### config.mk
export PLATFORM = sky130hd
export DESIGN_NAME = m107_int_sequencer
export DESIGN_NICKNAME = d
export VERILOG_FILES = /design/src/rtl/m107_int_sequencer.sv
export SDC_FILE = /design/constraint.sdc
export NUM_CORES = 1
export LEC_CHECK = 0
export CORE_UTILIZATION = 48
export DETAILED_ROUTE_END_ITERATION = 7
export PLACE_DENSITY = 0.76
export RECOVER_POWER = 25
export SETUP_SLACK_MARGIN = 0.02
export SYNTH_ARGS = -nofsm -noshare
export SYNTH_HDL_FRONTEND = slang
export SYNTH_SLANG_ARGS = --single-unit
### constraint.sdc
create_clock -name clk -period 2.3 [get_ports clk]
set_clock_uncertainty 0.1 [all_clocks]
set_input_delay 0.46 -clock clk [delete_from_list [all_inputs] [get_ports clk]]
set_output_delay 0.46 -clock clk [all_outputs]
set_load 0.05 [all_outputs]
### src/rtl/m107_int_sequencer.sv
// Interrupt sequencer between the M107 PIC and the V33 core: CPU request, two-pulse INTA, vector handoff.
// Optional statistics counters are enabled by defining M107_INTSEQ_STATS_EN.
module m107_int_sequencer #(
    parameter int unsigned ACK_HIGH        = 2,
    parameter int unsigned ACK_GAP         = 2,
    parameter logic [7:0]  SPURIOUS_VECTOR = 8'hFF
) (
    input  logic        clk,
    input  logic        reset,
    input  logic        ce,
    input  logic        pic_int_req,
    input  logic [7:0]  pic_int_vector,
    output logic        pic_int_ack,
    input  logic        cpu_irq_en,
    output logic        cpu_int_req,
    input  logic        cpu_int_ack,
    output logic [7:0]  cpu_vector,
    output logic        cpu_vector_valid,
    input  logic        cpu_vector_taken,
    output logic        busy
`ifdef M107_INTSEQ_STATS_EN
    ,
    output logic [15:0] stat_taken,
    output logic [15:0] stat_spurious,
    input  logic        stat_clear
`endif
);

    localparam logic [3:0] ACK_HIGH_C = 4'(ACK_HIGH);
    localparam logic [3:0] ACK_GAP_C  = 4'(ACK_GAP);

    typedef enum logic [2:0] {
        ST_IDLE    = 3'd0,
        ST_REQ     = 3'd1,
        ST_ACK1_HI = 3'd2,
        ST_ACK1_LO = 3'd3,
        ST_ACK2_HI = 3'd4,
        ST_ACK2_LO = 3'd5,
        ST_DELIVER = 3'd6
    } state_t;

    state_t     state_r, state_s;
    logic [3:0] cnt_r, cnt_s;
    logic [7:0] vector_r, vector_s;
    logic       pic_ack_r, cpu_req_r, valid_r, busy_r;
    logic       real_dlv_s, spur_dlv_s;

    // Next-state, counter reload and vector capture
    always_comb begin
        state_s    = state_r;
        cnt_s      = cnt_r;
        vector_s   = vector_r;
        real_dlv_s = 1'b0;
        spur_dlv_s = 1'b0;
        case (state_r)
            ST_IDLE: begin
                if (pic_int_req && cpu_irq_en) begin
                    state_s = ST_REQ;
                    cnt_s   = 4'd0;
                end else begin
                    state_s = ST_IDLE;
                end
            end
            ST_REQ: begin
                // Acknowledge takes precedence over a request dropping in the same cycle
                if (cpu_int_ack) begin
                    state_s = ST_ACK1_HI;
                    cnt_s   = ACK_HIGH_C;
                end else if (!pic_int_req || !cpu_irq_en) begin
                    state_s = ST_IDLE;
                    cnt_s   = 4'd0;
                end else begin
                    state_s = ST_REQ;
                end
            end
            ST_ACK1_HI: begin
                if (cnt_r <= 4'd1) begin
                    state_s = ST_ACK1_LO;
                    cnt_s   = ACK_GAP_C;
                end else begin
                    cnt_s = cnt_r - 4'd1;
                end
            end
            ST_ACK1_LO: begin
                if (cnt_r <= 4'd1) begin
                    if (!pic_int_req) begin
                        state_s    = ST_DELIVER;
                        cnt_s      = 4'd0;
                        vector_s   = SPURIOUS_VECTOR;
                        spur_dlv_s = 1'b1;
                    end else begin
                        state_s  = ST_ACK2_HI;
                        cnt_s    = ACK_HIGH_C;
                        vector_s = pic_int_vector;
                    end
                end else begin
                    cnt_s = cnt_r - 4'd1;
                end
            end
            ST_ACK2_HI: begin
                if (cnt_r <= 4'd1) begin
                    state_s = ST_ACK2_LO;
                    cnt_s   = 4'd1;
                end else begin
                    cnt_s = cnt_r - 4'd1;
                end
            end
            ST_ACK2_LO: begin
                if (cnt_r <= 4'd1) begin
                    state_s    = ST_DELIVER;
                    cnt_s      = 4'd0;
                    real_dlv_s = 1'b1;
                end else begin
                    cnt_s = cnt_r - 4'd1;
                end
            end
            ST_DELIVER: begin
                if (cpu_vector_taken) begin
                    state_s = ST_IDLE;
                    cnt_s   = 4'd0;
                end else begin
                    state_s = ST_DELIVER;
                end
            end
            default: begin
                state_s = ST_IDLE;
                cnt_s   = 4'd0;
            end
        endcase
    end

    // State register; outputs are decoded from the next state so they are registered
    always_ff @(posedge clk) begin
        if (reset) begin
            state_r   <= ST_IDLE;
            cnt_r     <= 4'd0;
            vector_r  <= 8'h00;
            pic_ack_r <= 1'b0;
            cpu_req_r <= 1'b0;
            valid_r   <= 1'b0;
            busy_r    <= 1'b0;
        end else if (ce) begin
            state_r   <= state_s;
            cnt_r     <= cnt_s;
            vector_r  <= vector_s;
            pic_ack_r <= (state_s == ST_ACK1_HI) || (state_s == ST_ACK2_HI);
            cpu_req_r <= (state_s == ST_REQ);
            valid_r   <= (state_s == ST_DELIVER);
            busy_r    <= (state_s != ST_IDLE);
        end
    end

    assign pic_int_ack      = pic_ack_r;
    assign cpu_int_req      = cpu_req_r;
    assign cpu_vector       = vector_r;
    assign cpu_vector_valid = valid_r;
    assign busy             = busy_r;

`ifdef M107_INTSEQ_STATS_EN
    logic [15:0] stat_taken_r, stat_spurious_r;

    function automatic logic [15:0] sat_inc(input logic [15:0] v);
        if (v == 16'hFFFF) begin
            return v;
        end else begin
            return v + 16'd1;
        end
    endfunction

    // Delivery statistics; clear has priority over increment
    always_ff @(posedge clk) begin
        if (reset) begin
            stat_taken_r    <= 16'h0000;
            stat_spurious_r <= 16'h0000;
        end else if (ce) begin
            if (stat_clear) begin
                stat_taken_r    <= 16'h0000;
                stat_spurious_r <= 16'h0000;
            end else begin
                if (real_dlv_s) stat_taken_r <= sat_inc(stat_taken_r);
                if (spur_dlv_s) stat_spurious_r <= sat_inc(stat_spurious_r);
            end
        end
    end

    assign stat_taken    = stat_taken_r;
    assign stat_spurious = stat_spurious_r;
`else
    logic unused_dlv_s;
    assign unused_dlv_s = real_dlv_s ^ spur_dlv_s;
`endif

endmodule

# Word level (Yosys, flattened, before mapping)

Cells that the tools add are included.

$add $sub $neg: 1
$lt $le $gt $ge: 1
Equal/unequal tests: 13
Muxes and demuxes: 21
Reduce and logical (&&, ||, !) cells: 9

Operators by type and width:

| kind                                                | number |
|---|---|
| 2-to-1 mux 4 bit                                    | 8 |
| one-hot mux 4 bit (7 select lines)                  | 1 |
| one-hot mux 3 bit (7 select lines)                  | 1 |
| == test 3 bit, second input constant                | 5 |
| 2-to-1 mux 3 bit                                    | 5 |
| == test 3 x 2 -> 1 bit, second input constant       | 3 |
| 2-to-1 mux 8 bit                                    | 1 |
| == test 3 x 1 -> 1 bit, second input constant       | 2 |
| 2-to-1 mux 2 bit                                    | 3 |
| <= comparator 4 x 1 -> 1 bit, second input constant | 1 |
| != test 2 bit, second input constant                | 2 |
| AND reduction 4 bit                                 | 1 |
| subtractor 4 x 1 -> 4 bit, second input constant    | 1 |
| zero test 3 bit                                     | 1 |
| != test 3 bit, second input constant                | 1 |
| AND reduction 3 bit                                 | 1 |
| nonzero test 3 bit                                  | 1 |
| zero test 1 bit                                     | 2 |
| logical OR 1 bit                                    | 2 |
| 2-to-1 mux 1 bit                                    | 2 |
| logical AND 1 bit                                   | 1 |

Register bits after elaboration: 19
Bits of input ports: 15
Output and inout port bits: 12
Logic and storage cells: 52

# Depth between registers and ports, before layout

Depth in word-level cells: 7
Gate-level depth with buffers: 8
Depth with buffers taken out: 7

# Worst setup path after synthesis

OpenSTA, ideal clock, no wires.

Path kind: register to register
Start: register cnt_r[0]
End: register busy_r (netlist: busy)
Setup time: 86 ps
Arrival time: 1640 ps
Data required time: 2114 ps
Setup slack: 475 ps
Cell stages (with the launch flop): 8
Path buffers: 0
Period minus slack after synthesis: 1825 ps
Cells stage by stage: dfxtp_1 -> inv_1 -> ha_1 -> nor2_1 -> nor2_1 -> a311oi_1 -> a21oi_1 -> a211oi_1

Longest elaborated chain between the ends: 4
Elaborated cells between the ends (all ways): 7
Classes of those cells: order compare (1); mux (5); reduce/logical (1)

RTL lines:

| item                                   | line | text |
|---|---|---|
| start, declared                        | 43   | `logic [3:0] cnt_r, cnt_s;` |
| start signal, assigned                 | 144  | `cnt_r <= cnt_s;` |
| <= comparator 4 x 1 -> 1 bit (*)       | n/a  |  |
| 2-to-1 mux 3 bit (on tied branches)    | n/a  |  |
| one-hot mux 3 bit (7 select lines) (*) | 55   | `case (state_r)` |
| nonzero test 3 bit (*)                 | 149  | `busy_r <= (state_s != ST_IDLE);` |
| end signal, assigned                   | 149  |  |
| end, declared                          | 45   | `logic pic_ack_r, cpu_req_r, valid_r, busy_r;` |

Mark *: on every way between the ends. The rest lies on a longest branch, timed or not.
A chain may end at the register's enable or synchronous reset.

# Final worst setup path

Ends and elaborated chain as after synthesis.

==> impl.org <==
** Timing
- Setup repair after global routing left no endpoint under its margin.
- Fin Hold WS :: 375 ps
- Timing would allow up to 465 MHz.
- Worst-margin pin slew :: 695 ps
- The count of endpoints failing hold in the final timing report came to 0.
- Setup violations remaining at the end of the flow were counted as 0.
- Total Negative Setup Slacks :: 0 ps
- Subtracting the final worst setup slack from the clock period gives 2150 ps.
- The number of pins exceeding their max-slew limit in the final report is 0.
- The worst pin sits at a relative slew slack of 0.536.
- In the finished design, the share of the clock period the worst path needs comes to 0.934.

** Layout
- Number of filler cells placed in the layout :: 218
- The library cell used most frequently in the layout, excluding fill and tap cells, is clkdlybuf4s50_1.
- Of the cells placed in the final design, the portion with a size suffix greater than 1 is 0.0819.
- N_diodes :: 0
- Post-layout net count :: 189
- Syn-to-layout area delta :: 28.6%
- The library cells used most frequently in the layout, excluding fill and tap cells, are clkdlybuf4s50_1 (26), nor2_1 (19), dfxtp_1 (19).
- Final Instance Count excl. Fillers :: 199
- The finished cells cover 0.00144 sq mm.

** Die
- X dimension of the die :: 50.2 um
- The die is 50.2 um tall.
- Starting density of the core :: 0.505
- The floorplan step defined a core boundary enclosing 0.00221 sq mm.
- Die area :: 0.00252 sq mm
- Site Rows :: 17
- Number of primary I/O pins :: 27

** Critical path
- Measured in cells, the most critical reg-to-reg path has a length of 7.
- Critical path peak fanout :: 5
- For flop-to-flop paths, the worst setup slack is 150 ps.
- Walking the worst path, the cells encountered are inv_1 > ha_1 > nor2_1 > nor2_1 > a311oi_1 > a21oi_1 > a211oi_1.
- In this design, the largest share of critical-path delay is due to compound AO/OA/AOI/OAI gates.
- Setup crit end kind :: register
- Setup Crit Path Kind :: register to register
- Counting both buffers and inverters, the worst setup path holds a total of 1.
- CP max stage cell :: a311oi_1
- Cell repeated most along the worst path :: nor2_1
- For the worst setup path, the data arrival time is 2280 ps.
- The worst setup path is launched from a register.
- Reg-to-reg critical path startpoint :: cnt_r[0]
- At the worst endpoint, the required time is 2430 ps.
- For this run, the slowest stage of the critical path takes 450 ps.
- Reg2reg end :: busy

** Yosys
- Dividing the synthesized area by the synthesized cell count gives 7.80 sq um.
- In this run, synthesis produced a sequential element count of 19.
- Synthesized netlist cell count :: 143
- Among all flip-flop cells after synthesis, the most frequent one is dfxtp_1.
- Syn Std Cell Area :: 0.00112 sq mm
- Of the synthesized area, sequential elements account for 0.341.
- Total number of yosys warnings :: 0
- Fraction of registers with async set or reset after synthesis :: 0
- Post-synth EDFFs :: 0
- Syn nets :: 160
- Count of unique library cells instantiated by Yosys :: 38

** Place
- Port buffering added 26 buffers.
- Detailed placement HPWL :: 2.04 mm
- Post-DP Area :: 0.00142 sq mm
- Cell Count Post-Placement :: 195
- The congestion estimate from routability-driven global placement came to 0.875.

** Clock tree
- No sink is reached through more buffers than the 2 on the longest clock path.
- Master cell of the clock root buffer :: clkbuf_4
- Reg clk slew, reported paths :: 110 ps
- Quantity of gates resized following cts :: 0
- The later pin in the worst-skew pair is clocked with a latency of 310 ps.
- Number of buffers added by the clock tree synthesis step :: 3
- The clock drives 19 sinks.
- Hold repair after CTS inserted 0 buffers.
- Buffer count from post-CTS setup fixing :: 0
- CTS built an H-tree with a depth of 1.
- TritonCTS built the clock tree.

** Routing
- # DRC :: 0
- Count of antenna-violating nets left after detailed routing :: 0
- Dividing the detail-routed wire length by the instance count gives 14.2 um.
- After detailed routing, the total wire length is 2.83 mm.
- After detailed routing, the number of vias per cell comes to 5.91.
- For this block, the via count after detailed routing is 1176.
- Pre-Repair DR Iteration Count :: 4
- Initial detailed-routing violation count :: 39

** Power
- The analysis attributes to cell leakage a power of 0.520 nW.
- Cell Pwr Density :: 452 mW/mm^2
- VDD sags by at most 536 uV.

** Global routing
- The initial antenna violation count is 0.
- Total routing usage reported by global routing :: 0.262
- Global-route wire length before repair :: 5.01 mm
- Entering global routing, the biggest net connects 20 pins.
- Vias in the first global route :: 1083
- Summed over all layers, the global routing overflow is 0.

** Hold path
- HP Start :: cpu_vector_valid
- Along the worst hold path, the cell count comes to 2.
- Worst min-delay path category :: register to register
- Capture endpoint of the worst hold path :: cpu_vector_valid

** Flow run
- Max Cap Violations :: 0

** Outcome
- The flow ran to the end, and the final reports show no timing, DRC or antenna violations.
-- per-stage QoR --
| stage | total power [W] | setup slack [ps] | util |
|---|---|---|---|
| 5_1_grt | 0.000676 | 29.0 | 0.649 |
| 3_5_place_dp | 0.000477 | 217 | 0.641 |
| 4_1_cts | 0.000652 | 201 | 0.653 |
| 6_report | 0.000649 | 151 | 0.649 |
| 2_1_floorplan | 0.000421 | 475 | - |
| 3_3_place_gp | 0.000474 | 244 | 0.641 |
-- how the worst max path moves through the flow --
stage                     to  cells past startpoint        start
finish                  busy                      7     cnt_r[0]
detailed placement      busy                      7     cnt_r[0]
floorplan               busy                      7     cnt_r[0]
global route            busy                      7     cnt_r[0]
CTS                     busy                      7     cnt_r[0]
global placement    cnt_r[1]                      5  pic_int_req
-- routing by layer --
layer,share of wire,vias to the layer above,global-route usage
li1,-,578,-
met1,0.44,564,0.347
met2,0.49,29,0.420
met3,0.044,5,0.0364
met4,0.018,0,0.114
met5,0,-,0
-- tightest hold or removal path, stage by stage (launching register included) --
cell     delay (ps)
dfxtp_1         330
nand2_1          60
a21oi_1          50
-- sequential cells by signal, summed over array words and instances, names as in the netlist --
register and flops:
cpu_vector 8, busy 1, pic_int_ack 1, cnt_r 4
state_r 3, cpu_vector_valid 1, cpu_int_req 1
-- synth_stat cells (2+ instances only) --
cell type  count  area share
dfxtp_1       19        0.34
a21oi_1       13       0.058
inv_1         13       0.044
nor3b_1        2       0.013
buf_2          3       0.013
ha_1           2       0.022
and2_1         2       0.011
a311oi_1       9       0.071
a211oi_1       4       0.027
nor3_1         5       0.022
nor2_1        19       0.064
nand4_1        2       0.011
nand4b_1       4       0.031
clkbuf_1       5       0.017
o21ai_0        9       0.040
a31oi_1        2       0.011
nand3_1        2      0.0090
nand2_1        8       0.027
-- logic make-up after synthesis --
group,Yosys count,share of synthesized area
adders and majority gates,2,0.0224
DFF,19,0.341
and+or+nand+nor,54,0.274
xor gates and xnor gates,1,0.00785
buffers and inverters,22,0.0841
AOI/OAI and AO/OA,45,0.271
-- report_power, final --
| group | internal [W] | total (W) | leakage, nW | switching [W] |
|---|---|---|---|---|
| clock | 0.0000678 | 0.000179 | 0.0150 | 0.000111 |
| combinational | 0.0000555 | 0.000127 | 0.351 | 0.0000713 |
| sequential | 0.000336 | 0.000343 | 0.154 | 0.00000716 |
-- layout make-up --
class,count,area [sq um],area share
clock buffers,4,26.3,0.0183
inverters,13,48.8,0.0340
multi-input cells,102,638,0.445
flip-flops and latches,19,380,0.265
well taps,28,35.0,0.0244
repair buffers,33,307,0.214
No activity file was read; power rests on OpenSTA's default activity.
